### config.mk
export PLATFORM = sky130hd
export DESIGN_NAME = lane_direction_detector
export DESIGN_NICKNAME = d
export VERILOG_FILES = /design/src/rtl/parking_pkg.sv /design/src/rtl/beam_filter.sv /design/src/rtl/lane_direction_detector.sv
export SDC_FILE = /design/constraint.sdc
export NUM_CORES = 1
export LEC_CHECK = 0
export BUFFER_PORTS_ARGS = -buffer_cell sky130_fd_sc_hd__buf_2
export CAP_MARGIN = 20
export CORE_AREA = 8 8 70 72
export DETAILED_ROUTE_END_ITERATION = 8
export DIE_AREA = 0 0 78 80
export HOLD_SLACK_MARGIN = 0.12
export PLACE_DENSITY = 0.72
export SYNTH_ARGS = -nofsm -noshare
export SYNTH_HDL_FRONTEND = slang
export SYNTH_SLANG_ARGS = --single-unit
### constraint.sdc
create_clock -name clk -period 3 [get_ports clk]
set_input_delay 0.3 -clock clk [delete_from_list [all_inputs] [get_ports clk]]
set_output_delay 0.3 -clock clk [all_outputs]
set_load 0.05 [all_outputs]
### src/rtl/parking_pkg.sv
// Shared types for the lane direction detector: FSM state encoding and
// filtered beam codes, packed as {beam_a, beam_b}.
package parking_pkg;

  typedef enum logic [3:0] {
    IDLE,
    IN1,
    IN2,
    IN3,
    OUT1,
    OUT2,
    OUT3,
    AMBIG,
    FAULT
  } lane_state_e;

  localparam logic [1:0] BEAM_CLEAR  = 2'b00;
  localparam logic [1:0] BEAM_A_ONLY = 2'b10;
  localparam logic [1:0] BEAM_B_ONLY = 2'b01;
  localparam logic [1:0] BEAM_BOTH   = 2'b11;

endpackage

### src/rtl/beam_filter.sv
// Two-flop synchronizer followed by a debounce filter: the filtered output
// only follows the synchronized beam after DEBOUNCE_CYCLES consecutive differing samples.
module beam_filter #(
  parameter int DEBOUNCE_CYCLES = 4
) (
  input  logic clk,
  input  logic reset,
  input  logic beam_raw,
  output logic beam_filt
);

  localparam int CW = (DEBOUNCE_CYCLES > 1) ? $clog2(DEBOUNCE_CYCLES) : 1;
  localparam logic [CW-1:0] CNT_LAST = CW'(DEBOUNCE_CYCLES - 1);

  logic [1:0]    sync_q;
  logic [CW-1:0] cnt_q, cnt_d;
  logic          filt_q, filt_d;

  // The run counter restarts whenever the sample agrees with the filtered value.
  always_comb begin
    filt_d = filt_q;
    cnt_d  = '0;
    if (sync_q[1] != filt_q) begin
      if (cnt_q == CNT_LAST) begin
        filt_d = sync_q[1];
      end else begin
        cnt_d = cnt_q + 1'b1;
      end
    end
  end

  always_ff @(posedge clk or posedge reset) begin
    if (reset) begin
      sync_q <= '0;
      cnt_q  <= '0;
      filt_q <= 1'b0;
    end else begin
      sync_q <= {sync_q[0], beam_raw};
      cnt_q  <= cnt_d;
      filt_q <= filt_d;
    end
  end

  assign beam_filt = filt_q;

endmodule

### src/rtl/lane_direction_detector.sv
// Decodes two lane beams into entry/exit pulses with back-out rejection and
// stuck-beam timeout. Optional pass totals under VEHICLE_COUNT_EN.
module lane_direction_detector
  import parking_pkg::*;
#(
  parameter int DEBOUNCE_CYCLES = 4,
  parameter int TIMEOUT_CYCLES  = 1000,
  parameter int CNT_W           = 16
) (
  input  logic             clk,
  input  logic             reset,
  input  logic             beam_a_raw,
  input  logic             beam_b_raw,
  output logic             entry_pulse,
  output logic             exit_pulse,
  output logic             busy,
  output logic             fault,
  output logic [CNT_W-1:0] entry_total,
  output logic [CNT_W-1:0] exit_total
);

  localparam int TW = (TIMEOUT_CYCLES > 2) ? $clog2(TIMEOUT_CYCLES) : 1;
  localparam logic [TW-1:0] TMO_LAST = TW'(TIMEOUT_CYCLES - 1);

  logic [1:0] raw_vec, beams;
  assign raw_vec = {beam_a_raw, beam_b_raw};

  genvar gi;
  generate
    for (gi = 0; gi < 2; gi++) begin : g_beam
      beam_filter #(.DEBOUNCE_CYCLES(DEBOUNCE_CYCLES)) u_filter (
        .clk       (clk),
        .reset     (reset),
        .beam_raw  (raw_vec[gi]),
        .beam_filt (beams[gi])
      );
    end
  endgenerate

  lane_state_e   state_q, state_d;
  logic [TW-1:0] tmo_q, tmo_d;
  logic          entry_q, entry_d, exit_q, exit_d;
  logic          timed;

  always_comb begin
    state_d = state_q;
    timed   = (state_q != IDLE) && (state_q != FAULT);
    case (state_q)
      IDLE:  case (beams)
               BEAM_A_ONLY: state_d = IN1;
               BEAM_B_ONLY: state_d = OUT1;
               BEAM_BOTH:   state_d = AMBIG;
               default:     state_d = IDLE;
             endcase
      IN1:   case (beams)
               BEAM_BOTH:   state_d = IN2;
               BEAM_CLEAR:  state_d = IDLE;
               BEAM_B_ONLY: state_d = AMBIG;
               default:     state_d = IN1;
             endcase
      IN2:   case (beams)
               BEAM_B_ONLY: state_d = IN3;
               BEAM_A_ONLY: state_d = IN1;
               BEAM_CLEAR:  state_d = AMBIG;
               default:     state_d = IN2;
             endcase
      IN3:   case (beams)
               BEAM_CLEAR:  state_d = IDLE;
               BEAM_BOTH:   state_d = IN2;
               BEAM_A_ONLY: state_d = AMBIG;
               default:     state_d = IN3;
             endcase
      OUT1:  case (beams)
               BEAM_BOTH:   state_d = OUT2;
               BEAM_CLEAR:  state_d = IDLE;
               BEAM_A_ONLY: state_d = AMBIG;
               default:     state_d = OUT1;
             endcase
      OUT2:  case (beams)
               BEAM_A_ONLY: state_d = OUT3;
               BEAM_B_ONLY: state_d = OUT1;
               BEAM_CLEAR:  state_d = AMBIG;
               default:     state_d = OUT2;
             endcase
      OUT3:  case (beams)
               BEAM_CLEAR:  state_d = IDLE;
               BEAM_BOTH:   state_d = OUT2;
               BEAM_B_ONLY: state_d = AMBIG;
               default:     state_d = OUT3;
             endcase
      AMBIG, FAULT: if (beams == BEAM_CLEAR) state_d = IDLE;
      default: state_d = IDLE;
    endcase

    // A stalled pass overrides whatever the beams did this cycle.
    if (timed && (tmo_q == TMO_LAST)) state_d = FAULT;

    entry_d = (state_q == IN3)  && (state_d == IDLE);
    exit_d  = (state_q == OUT3) && (state_d == IDLE);

    tmo_d = tmo_q;
    if (state_d != state_q)              tmo_d = '0;
    else if (timed && tmo_q != TMO_LAST) tmo_d = tmo_q + 1'b1;
  end

  always_ff @(posedge clk or posedge reset) begin
    if (reset) begin
      state_q <= IDLE;
      tmo_q   <= '0;
      entry_q <= 1'b0;
      exit_q  <= 1'b0;
    end else begin
      state_q <= state_d;
      tmo_q   <= tmo_d;
      entry_q <= entry_d;
      exit_q  <= exit_d;
    end
  end

  assign entry_pulse = entry_q;
  assign exit_pulse  = exit_q;
  assign busy        = (state_q != IDLE);
  assign fault       = (state_q == FAULT);

`ifdef VEHICLE_COUNT_EN
  logic [CNT_W-1:0] entry_cnt_q, exit_cnt_q;

  always_ff @(posedge clk or posedge reset) begin
    if (reset) begin
      entry_cnt_q <= '0;
      exit_cnt_q  <= '0;
    end else begin
      if (entry_q && !(&entry_cnt_q)) entry_cnt_q <= entry_cnt_q + 1'b1;
      if (exit_q && !(&exit_cnt_q))   exit_cnt_q  <= exit_cnt_q + 1'b1;
    end
  end

  assign entry_total = entry_cnt_q;
  assign exit_total  = exit_cnt_q;
`else
  assign entry_total = '0;
  assign exit_total  = '0;
`endif

endmodule
==> summary.txt, run 1 <==
Outcome
  – Outcome: completed

Logic synthesis
  – Post-synthesis cell area: 1830 um2
  – Synth Flop Type: dfrtp_1
  – FFs w/ async S/R, synth: 100%
  – Seq/Total Area, Yosys: 35.6%
  – Yosys warns: 0
  – Synth top area share: 35.6%
  – FF+latch count, synth: 26
  – Mapped Avg Cell Area: 9.72 um2
  – Syn Inst Count: 188
  – Area contributors post-synth: dfrtp_1 (36%), buf_4 (13%), ha_1 (7.5%)
  – Distinct cells, synth: 49
  – Number of flops mapped to enable cells by yosys: 0
  – Post-synth top area cell: dfrtp_1

Global route
  – Total track usage: 10.6%
  – Vias in the first global route: 1143
  – Initial antenna violation count: 0
  – Largest net degree at the start of global routing: 27
  – Grt ovf: 0
  – First-pass GRT wire length: 5420 um

Timing
  – Final setup TNS: 0 ns
  – Fmax: 411 MHz
  – Final setup violation count: 0
  – Worst Max-Slew Pin Slew: 0.534 ns
  – Fin. Hold Viols: 0
  – Hold slack: 0.357 ns
  – Max-slew violations: 0
  – Post-layout min period: 2.43 ns
  – Final worst-path cycle share: 81.1%
  – Slew margin rel.: 64.4%
  – Setup slack after layout: 0.567 ns
  – RSZ-0062 raised after global routing: false
  – Layout Skew: 0.00393 ns

Route
  – Vias: 1216
  – First-iteration detailed-routing DRC count: 121
  – WL/cell: 13.2 um
  – Via density per instance: 4.98
  – Antenna Nets Post-Route: 0
  – Pre-Repair DR Iteration Count: 4
  – Post-Route WL: 3220 um
  – Post-route DRC violation count: 0

Finish
  – Post-layout net count: 210
  – Layout fillers: 367
  – Multi-input logic area: 968 um2
  – Antenna diodes: 0
  – Share of layout cells above drive strength 1: 10.8%
  – Register area: 651 um2
  – Finished Layout Cells: 244
  – Syn-to-layout area delta: 2.05%

Power
  – VDD IR max: 306 uV
  – Clock share of power: 16.3%
  – Sequential share of power: 30.8%
  – Leakage power: 0.000863 uW
  – Switching pwr: 840 uW
  – Pint: 966 uW
  – Comb power frac: 52.8%
  – Power density cells: 969 nW/um2
  – Net Sw Frac: 46.5%
  – PnR Total Power: 1810 uW

Floorplan
  – Num rows: 23
  – Die height: 80 um
  – Die W: 78 um
  – Total core area: 3860 um2
  – # IOs: 40
  – Initial Util: 47.4%
  – Die ar.: 6240 um2

Clock network
  – TritonCTS clock tree: yes
  – CTS Buf Count: 3
  – Post-CTS setup buffers: 0
  – # hold bufs at CTS: 1
  – Number of buffers on the longest clock path: 2
  – Clock sink total: 26
  – Later-pin clock latency in the skew report: 0.28 ns
  – Cts repair resizes: 0
  – H-tree levels: 1
  – Clock Root Buffer: clkbuf_8
  – Clock slew at reported path FFs: 0.09 ns

Worst setup path
  – Arrival time of the worst setup path: 2.62 ns
  – Critical Path End Type: flip-flop
  – Startpoint types: flip-flop
  – CP max FO: 18
  – Worst R2R Setup Slack: 0.57 ns
  – Critical path data required time: 3.19 ns
  – WS Path Type: flip-flop to flip-flop

Placement
  – Pre-CTS WS: 0.576 ns
  – Detailed placement HPWL: 2370 um
  – PortBufs: 7
  – GPL Wtd Cong: 0.852
  – Placed Instances: 236

Hold path
  – Hold/Removal Path Class: flip-flop to flip-flop

Flow run
  – Max-cap viol count: 0
==> Yosys cell counts, types with 2 or more instances <==
| cell | instances |
|---|---|
| buf_6 | 4 |
| nand4_1 | 5 |
| nand2b_1 | 2 |
| buf_4 | 32 |
| nor2_1 | 12 |
| ha_1 | 11 |
| or3_1 | 3 |
| nor3_1 | 18 |
| a21o_1 | 2 |
| and3b_1 | 2 |
| xnor2_1 | 6 |
| dfrtp_1 | 26 |
| and3_1 | 2 |
| nor2b_1 | 3 |
| nand3b_1 | 2 |
| xor2_1 | 5 |
| nand3_1 | 3 |
| nand2_1 | 8 |
| inv_1 | 5 |
| buf_2 | 4 |
| o21ai_0 | 5 |
==> worst paths after layout <==
kind,from,endpoint,cells past startpoint
max reg2reg,state_q[0]$_DFF_PP0_,tmo_q[8]$_DFFE_PP0P_,6
min reg2reg,g_beam[0].u_filter.sync_q[0]$_DFF_PP0_,g_beam[0].u_filter.sync_q[1]$_DFF_PP0_,0
max,state_q[0]$_DFF_PP0_,tmo_q[8]$_DFFE_PP0P_,6
min,g_beam[0].u_filter.sync_q[0]$_DFF_PP0_,g_beam[0].u_filter.sync_q[1]$_DFF_PP0_,0
min in group asynchronous,reset,tmo_q[6]$_DFFE_PP0P_,3
max in group asynchronous,reset,g_beam[1].u_filter.cnt_q[1]$_DFF_PP0_,4
==> sequential cells by signal (all words and copies together), names as in the netlist <==
signal,flops
tmo_q,10
g_beam.u_filter.sync_q,4
g_beam.u_filter.cnt_q,4
exit_pulse,1
entry_pulse,1
state_q,4
g_beam.u_filter.beam_filt,2
==> power by group through the flow <==
stage               Combinational (uW)  Sequential [uW]  Clock, uW
floorplan                          942              498          0
global placement                   939              561          0
detailed placement                 941              564          0
CTS                                950              556        302
global route                      1050              571        323
finish                             954              557        295
==> worst max-delay path: stages (launching register included) <==
cell and delay, ns:
dfrtp_1 0.69, or3b_4 0.45, or4_1 0.43, and4b_4 0.22, nor2_4 0.11, o221ai_4 0.19, nor3_1 0.25
==> metal layers <==
metal	vias to the layer above	wire, um	track usage [%]	part of all wire [%]
met5	-	0	0	0
met4	0	46	4.07	1.4
met3	5	184	2.59	5.7
met2	30	1570	16.5	49
met1	571	1420	13.9	44
li1	610	-	-	-
==> cells in the final DEF (no fill, tap or decap), types with 3 or more instances in the layout <==
cell type / count
ha_1: 11
xnor2_1: 6
dlygate4sd3_1: 3
conb_1: 32
nand3_1: 3
or3_1: 3
nand2_1: 8
nor3_1: 18
dfrtp_1: 26
clkbuf_8: 3
inv_1: 5
o21ai_0: 5
nor2b_1: 3
nor2_1: 12
xor2_1: 5
nand4_1: 5
buf_2: 7
==> metrics by stage <==
step / utilization [%] / cell area (um2)
3_5_place_dp: 45.0 / 1740
4_1_cts: 47.1 / 1820
2_1_floorplan: - / 1940
3_3_place_gp: 45.0 / 1740
6_report: 48.3 / 1860
5_1_grt: 48.3 / 1860
==> layout make-up <==
class / count / area share [%]
multi-input combinational: 148 / 51.9
clock buffer: 3 / 2.21
clock inverter: 1 / 1.61
sequential: 26 / 34.9
tap: 50 / 3.36
timing repair buffer: 11 / 4.97
inverter: 5 / 1.01
==> cell families after synthesis <==
kind of cell / share of synthesized area, %
compound gates: 11.2
xor+xnor: 5.27
fa+ha+maj: 7.53
buf+inv: 17.7
flops: 35.6
mux: 0.548
other cells: 0.205
simple gates: 21.9
Note: power is estimated with default switching activity, not from simulation.
==> run 2, diff against run 1 <==
Settings changed: CORE_AREA 8 8 70 72 to 8 8 71 73, DIE_AREA 0 0 78 80 to 0 0 79 81, PLACE_DENSITY 0.72 to 0.73.
Clock period 3 ns to 2.2 ns, I/O delays scaled along.
==> summary.txt, run 2 (synthesized netlist as in run 1, its figures left out) <==
Worst setup path
  – R2r startpoint: g_beam[1].u_filter.beam_filt$_DFFE_PP0P_ (was state_q[0]$_DFF_PP0_)
  – RR Endpoint: tmo_q[0]$_DFFE_PP0P_ (was tmo_q[8]$_DFFE_PP0P_)
  – Startpoint types: flip-flop (unchanged)
  – Arrival time of the worst setup path: 2.36 ns (was 2.62 ns)
  – Critical Path End Type: flip-flop (unchanged)
  – WS Path Type: flip-flop to flip-flop (unchanged)
  – Worst R2R Setup Slack: 0.04 ns (was 0.57 ns)
  – CP max FO: 5 (was 18)
  – Critical path data required time: 2.39 ns (was 3.19 ns)
  – FF-to-FF path depth: 8 (was 6)

Clock network
  – Clock slew at reported path FFs: 0.09 ns (about the same)
  – CTS Buf Count: 3 (unchanged)
  – H-tree levels: 1 (unchanged)
  – Later-pin clock latency in the skew report: 0.27 ns (was 0.28 ns)
  – Clock Root Buffer: clkbuf_8 (unchanged)
  – Number of buffers on the longest clock path: 2 (unchanged)
  – Clock sink total: 26 (unchanged)
  – TritonCTS clock tree: yes (unchanged)

Finish
  – Finished Layout Cells: 270 (was 244)
  – Post-layout net count: 236 (was 210)
  – Multi-input logic area: 1160 um2 (was 968 um2)
  – Max reg flops: 10 (unchanged)
  – Leading cell types in the layout, fill and taps excluded: conb_1 (32), dfrtp_1 (23), buf_4 (20) (was conb_1 (32), dfrtp_1 (26), nor3_1 (18))
  – Antenna diodes: 0 (unchanged)
  – Syn-to-layout area delta: 23.8% (was 2.05%)
  – Final Util: 57.8% (was 48.3%)
  – Layout fillers: 333 (was 367)
  – Register area: 654 um2 (was 651 um2)
  – Most common cell after layout, fill and taps aside: conb_1 (unchanged)
  – Reg with most FFs: tmo_q (unchanged)
  – Share of layout cells above drive strength 1: 36.4% (was 10.8%)

Floorplan
  – Die W: 79 um (was 78 um)
  – Die ar.: 6400 um2 (was 6240 um2)
  – Num rows: 23 (unchanged)
  – Initial Util: 46.7% (was 47.4%)
  – # IOs: 40 (unchanged)
  – Die height: 81 um (was 80 um)
  – Total core area: 3910 um2 (was 3860 um2)

Route
  – Antenna Nets Post-Route: 0 (unchanged)
  – First-iteration detailed-routing DRC count: 100 (was 121)
  – Post-route DRC violation count: 0 (unchanged)
  – Pre-Repair DR Iteration Count: 4 (unchanged)
  – Via density per instance: 5.10 (was 4.98)
  – Vias: 1377 (was 1216)
  – WL/cell: 15.4 um (was 13.2 um)
  – Post-Route WL: 4160 um (was 3220 um)

Global route
  – Grt ovf: 0 (unchanged)
  – Largest net degree at the start of global routing: 27 (unchanged)
  – Initial antenna violation count: 0 (unchanged)
  – First-pass GRT wire length: 5620 um (was 5420 um)
  – Total track usage: 10.5% (was 10.6%)
  – Vias in the first global route: 1225 (was 1143)

Timing
  – Setup slack after layout: 0.0354 ns (was 0.567 ns)
  – Hold slack: 0.356 ns (was 0.357 ns)
  – Fmax: 462 MHz (was 411 MHz)
  – Final setup violation count: 0 (unchanged)
  – Layout Skew: 0.00255 ns (was 0.00393 ns)
  – Post-layout min period: 2.16 ns (was 2.43 ns)
  – Max-slew violations: 0 (unchanged)
  – RSZ-0062 raised after global routing: true (was false)
  – Fin. Hold Viols: 0 (unchanged)
  – Final worst-path cycle share: 98.4% (was 81.1%)

Placement
  – Placed Instances: 256 (was 236)
  – Pre-CTS WS: -0.0237 ns (was 0.576 ns)
  – PortBufs: 7 (unchanged)
  – Detailed placement HPWL: 2610 um (was 2370 um)
  – GPL Wtd Cong: 0.889 (was 0.852)

Flow run
  – Max-cap viol count: 0 (unchanged)

Hold path
  – Min-delay src: g_beam[1].u_filter.sync_q[0]$_DFF_PP0_ (was g_beam[0].u_filter.sync_q[0]$_DFF_PP0_)
  – Hold-critical path depth: 0 (unchanged)
  – Worst hold endpoint: g_beam[1].u_filter.sync_q[1]$_DFF_PP0_ (was g_beam[0].u_filter.sync_q[1]$_DFF_PP0_)
  – Hold/Removal Path Class: flip-flop to flip-flop (unchanged)

Power
  – Leakage power: 0.00102 uW (was 0.000863 uW)
  – PnR Total Power: 3420 uW (was 1810 uW)
  – VDD IR max: 749 uV (was 306 uV)
  – Power density cells: 1510 nW/um2 (was 969 nW/um2)

Outcome
  – Outcome: completed (unchanged)
[run 2: critical path, cell delays in order, from the launching register on]
cell      delay, ns
dfrtp_2        0.45
buf_6          0.14
ha_4           0.16
or4_4          0.51
and4b_4        0.22
nor2_4         0.12
o221ai_4       0.15
buf_12         0.17
nor3_2         0.17
[run 2: area by class of cell]
| class | count | share of cell area [%] |
|---|---|---|
| Multi-Input combinational cell | 149 | 51.3 |
| Tap cell | 50 | 2.77 |
| Inverter | 5 | 1.05 |
| Sequential cell | 26 | 28.9 |
| Timing Repair Buffer | 36 | 13.5 |
| Clock buffer | 4 | 2.43 |
[run 2: per-layer routing]
layer	vias to the layer above	share of wire, %	track usage, %
met2	52	52	17.8
li1	658	-	-
met3	2	6.9	2.76
met4	0	0.53	2.22
met1	665	40	13.1
met5	-	0	0
[run 2: timing repair]
action                                  CTS  global route
buffers inserted                          1             5
endpoints found under the hold margin    28             0
cloned                                    0             2
pin swaps                                 0            14
endpoints found under the setup margin    9            11
gates resized for setup                   3            43
hold buffers                              3             0
[run 2: power by group]
part | internal (uW) | switching (uW)
sequential | 581 | 92.8
clock | 160 | 144
combinational | 1070 | 1370
[run 2: per-stage QoR]
stage / area (um2) / setup TNS (ns)
final: 2260 / 0
after global routing: 2260 / -0.214
after CTS: 1990 / 0
after detailed placement: 1890 / -0.0557
after global placement: 1890 / 0
after floorplan: 1950 / 0
[run 2: worst max path at each step]
stage / slack (ns) / cells after the start / startpoint / endpoint
after detailed placement: -0.02 / 8 / g_beam[0].u_filter.beam_filt$_DFFE_PP0P_ / tmo_q[7]$_DFFE_PP0P_
after global routing: -0.05 / 9 / g_beam[0].u_filter.beam_filt$_DFFE_PP0P_ / tmo_q[0]$_DFFE_PP0P_
after floorplan: 0.08 / 9 / tmo_q[0]$_DFFE_PP0P_ / tmo_q[0]$_DFFE_PP0P_
after CTS: 0.002 / 9 / g_beam[0].u_filter.beam_filt$_DFFE_PP0P_ / tmo_q[6]$_DFFE_PP0P_
after global placement: 0.04 / 8 / g_beam[0].u_filter.beam_filt$_DFFE_PP0P_ / tmo_q[7]$_DFFE_PP0P_
final: 0.04 / 8 / g_beam[1].u_filter.beam_filt$_DFFE_PP0P_ / tmo_q[0]$_DFFE_PP0P_
==> run 3, diff against run 2 <==
Settings changed: CORE_AREA 8 8 71 73 to 8 8 77 79, DIE_AREA 0 0 79 81 to 0 0 85 87, PLACE_DENSITY 0.73 to default.
==> summary.txt, run 3 (synthesized netlist as in run 1, its figures left out) <==
Clock network
  – H-tree levels: 1 (unchanged)
  – Clock Root Buffer: clkbuf_8 (unchanged)
  – Clock slew at reported path FFs: 0.09 ns (about the same)
  – Clock sink total: 26 (unchanged)
  – Number of buffers on the longest clock path: 2 (unchanged)
  – TritonCTS clock tree: yes (unchanged)
  – CTS Buf Count: 3 (unchanged)
  – Later-pin clock latency in the skew report: 0.26 ns (was 0.27 ns)

Hold path
  – Hold-critical path depth: 0 (unchanged)
  – Hold/Removal Path Class: flip-flop to flip-flop (unchanged)
  – Min-delay src: g_beam[1].u_filter.sync_q[0]$_DFF_PP0_ (unchanged)
  – Worst hold endpoint: g_beam[1].u_filter.sync_q[1]$_DFF_PP0_ (unchanged)

Worst setup path
  – Critical-path cell list: inv_4 -> ha_4 -> nor2_4 -> or4_4 -> and4b_4 -> nor2_4 -> o221ai_4 -> buf_12 -> nor3_1 (was buf_6 -> ha_4 -> or4_4 -> and4b_4 -> nor2_4 -> o221ai_4 -> buf_12 -> nor3_2)
  – CP max FO: 10 (was 5)
  – Worst R2R Setup Slack: -0.008 ns (was 0.04 ns)
  – Arrival time of the worst setup path: 2.39 ns (was 2.36 ns)
  – R2r startpoint: g_beam[1].u_filter.beam_filt$_DFFE_PP0P_ (unchanged)
  – Startpoint types: flip-flop (unchanged)
  – Cell mode on critical path: nor2_4
  – RR Endpoint: tmo_q[5]$_DFFE_PP0P_ (was tmo_q[0]$_DFFE_PP0P_)
  – Crit-path slowest cell: dfrtp_2 (was or4_4)
  – Crit path largest cell delay: 0.50 ns (was 0.51 ns)
  – Critical Path End Type: flip-flop (unchanged)
  – Critical path data required time: 2.38 ns (was 2.39 ns)
  – FF-to-FF path depth: 9 (was 8)
  – WS Path Type: flip-flop to flip-flop (unchanged)

Floorplan
  – Die ar.: 7400 um2 (was 6400 um2)
  – Total core area: 4850 um2 (was 3910 um2)
  – Die height: 87 um (was 81 um)
  – # IOs: 40 (unchanged)
  – Die W: 85 um (was 79 um)
  – Initial Util: 37.7% (was 46.7%)
  – Num rows: 26 (was 23)

Power
  – PnR Total Power: 3240 uW (was 3420 uW)
  – Leakage power: 0.00101 uW (was 0.00102 uW)
  – VDD IR max: 757 uV (was 749 uV)
  – Power density cells: 1450 nW/um2 (was 1510 nW/um2)

Placement
  – Dpl cell area: 1950 um2 (was 1890 um2)
  – Detailed placement HPWL: 2720 um (was 2610 um)
  – GPL Wtd Cong: 0.909 (was 0.889)
  – Placed Instances: 266 (was 256)
  – PortBufs: 7 (unchanged)

Global route
  – Total track usage: 9.84% (was 10.5%)
  – Vias in the first global route: 1306 (was 1225)
  – Met3 global-route usage: 1.51% (was 2.76%)
  – Grt ovf: 0 (unchanged)
  – GR Util met1: 11.8% (was 13.1%)
  – Largest net degree at the start of global routing: 27 (unchanged)
  – First-pass GRT wire length: 6020 um (was 5620 um)
  – Layer with the highest usage: met2 (unchanged)
  – Initial antenna violation count: 0 (unchanged)
  – Met2 Use GR: 17.0% (was 17.8%)

Finish
  – Post-route cell area: 2240 um2 (was 2260 um2)
  – Post-layout net count: 237 (was 236)
  – Finished Layout Cells: 277 (was 270)
  – Max reg flops: 10 (unchanged)
  – Antenna diodes: 0 (unchanged)
  – Most common cell after layout, fill and taps aside: conb_1 (unchanged)
  – Leading cell types in the layout, fill and taps excluded: conb_1 (32), buf_4 (25), dfrtp_1 (23) (was conb_1 (32), dfrtp_1 (23), buf_4 (20))
  – Reg with most FFs: tmo_q (unchanged)
  – Final Util: 46.2% (was 57.8%)
  – Share of layout cells above drive strength 1: 33.9% (was 36.4%)
  – Syn-to-layout area delta: 22.6% (was 23.8%)

Timing
  – Final setup violation count: 2 (was 0)
  – Hold slack: 0.359 ns (was 0.356 ns)
  – Max-slew violations: 0 (unchanged)
  – Setup slack after layout: -0.00821 ns (was 0.0354 ns)
  – Fin. Hold Viols: 0 (unchanged)
  – Post-layout min period: 2.21 ns (was 2.16 ns)
  – Final worst-path cycle share: 100% (was 98.4%)
  – Fmax: 453 MHz (was 462 MHz)
  – Layout Skew: 0.00175 ns (was 0.00255 ns)
  – RSZ-0062 raised after global routing: true (unchanged)

Outcome
  – Failing checks: negative setup slack
  – Outcome: complete, but fails checks (was completed)

Route
  – Via density per instance: 4.83 (was 5.10)
  – Vias: 1338 (was 1377)
  – Antenna Nets Post-Route: 0 (unchanged)
  – Post-Route WL: 3700 um (was 4160 um)
  – First-iteration detailed-routing DRC count: 90 (was 100)
  – Pre-Repair DR Iteration Count: 4 (unchanged)
  – Post-route DRC violation count: 0 (unchanged)
  – WL/cell: 13.4 um (was 15.4 um)

Flow run
  – Max-cap viol count: 0 (unchanged)
## run 3: cell types whose count changed in the layout (fill, tap and decap cells not counted), moves of 2 or more
| cell | before | now |
|---|---|---|
| buf_4 | 20 | 25 |
| buf_6 | 4 | 0 |
| nor3_4 | 4 | 1 |
| buf_12 | 1 | 3 |
| nor2_2 | 2 | 0 |
| nor2_4 | 1 | 3 |
| nor3_1 | 7 | 9 |
## run 3: per-stage QoR
stage	setup WS (ns)	setup TNS [ns]
after CTS	0.0163	0
after detailed placement	-0.0675	-0.573
final	-0.00821	-0.00962
after global placement	-0.0501	-0.485
after floorplan	0.0816	0
after global routing	-0.0889	-0.840
## run 3: final cells by class
class	instances	area (um2)
clock inverters	1	30.0
well taps	56	70.1
inverters	5	23.8
clock buffers	3	41.3
flip-flops and latches	26	654
fillers	468	2610
repair buffers	38	313
multi-input cells	148	1110
## run 3: critical path, delay by kind of cell, from the launching register on
| family | cells | cell delay [ns] |
|---|---|---|
| adder cells (fa/ha/maj) | 1 | 0.14 |
| AO/OA/AOI/OAI | 1 | 0.13 |
| flip-flops | 1 | 0.50 |
| buffers and inverters | 2 | 0.30 |
| AND/OR/NAND/NOR | 5 | 1.06 |
## run 3: worst max path at each step
stage | slack [ns] | from | endpoint
finish | -0.008 | g_beam[1].u_filter.beam_filt$_DFFE_PP0P_ | tmo_q[5]$_DFFE_PP0P_
global route | -0.09 | g_beam[1].u_filter.beam_filt$_DFFE_PP0P_ | tmo_q[7]$_DFFE_PP0P_
CTS | 0.02 | g_beam[0].u_filter.beam_filt$_DFFE_PP0P_ | tmo_q[1]$_DFFE_PP0P_
detailed placement | -0.07 | g_beam[1].u_filter.beam_filt$_DFFE_PP0P_ | tmo_q[8]$_DFFE_PP0P_
global placement | -0.05 | g_beam[1].u_filter.beam_filt$_DFFE_PP0P_ | tmo_q[8]$_DFFE_PP0P_
floorplan | 0.08 | tmo_q[0]$_DFFE_PP0P_ | tmo_q[0]$_DFFE_PP0P_
## run 3: metal layers
metal  up-vias  routed length, um
met4         0                 36
met5         -                  0
met2        28               1920
met1       646               1580
li1        660                  -
met3         4                167
## run 3: where the power goes
group	internal, uW	leakage [uW]	switching [uW]
clock	243	0.0000357	143
combinational	994	0.000640	1160
sequential	581	0.000336	119
## run 3: repair_timing
item,4_1_cts,5_1_grt
buffers inserted,2,2
setup endpoints to repair,10,12
hold buffers,3,0
cloned,0,0
endpoints found under the hold margin,28,0
pin swaps,3,4
resized for setup,12,21
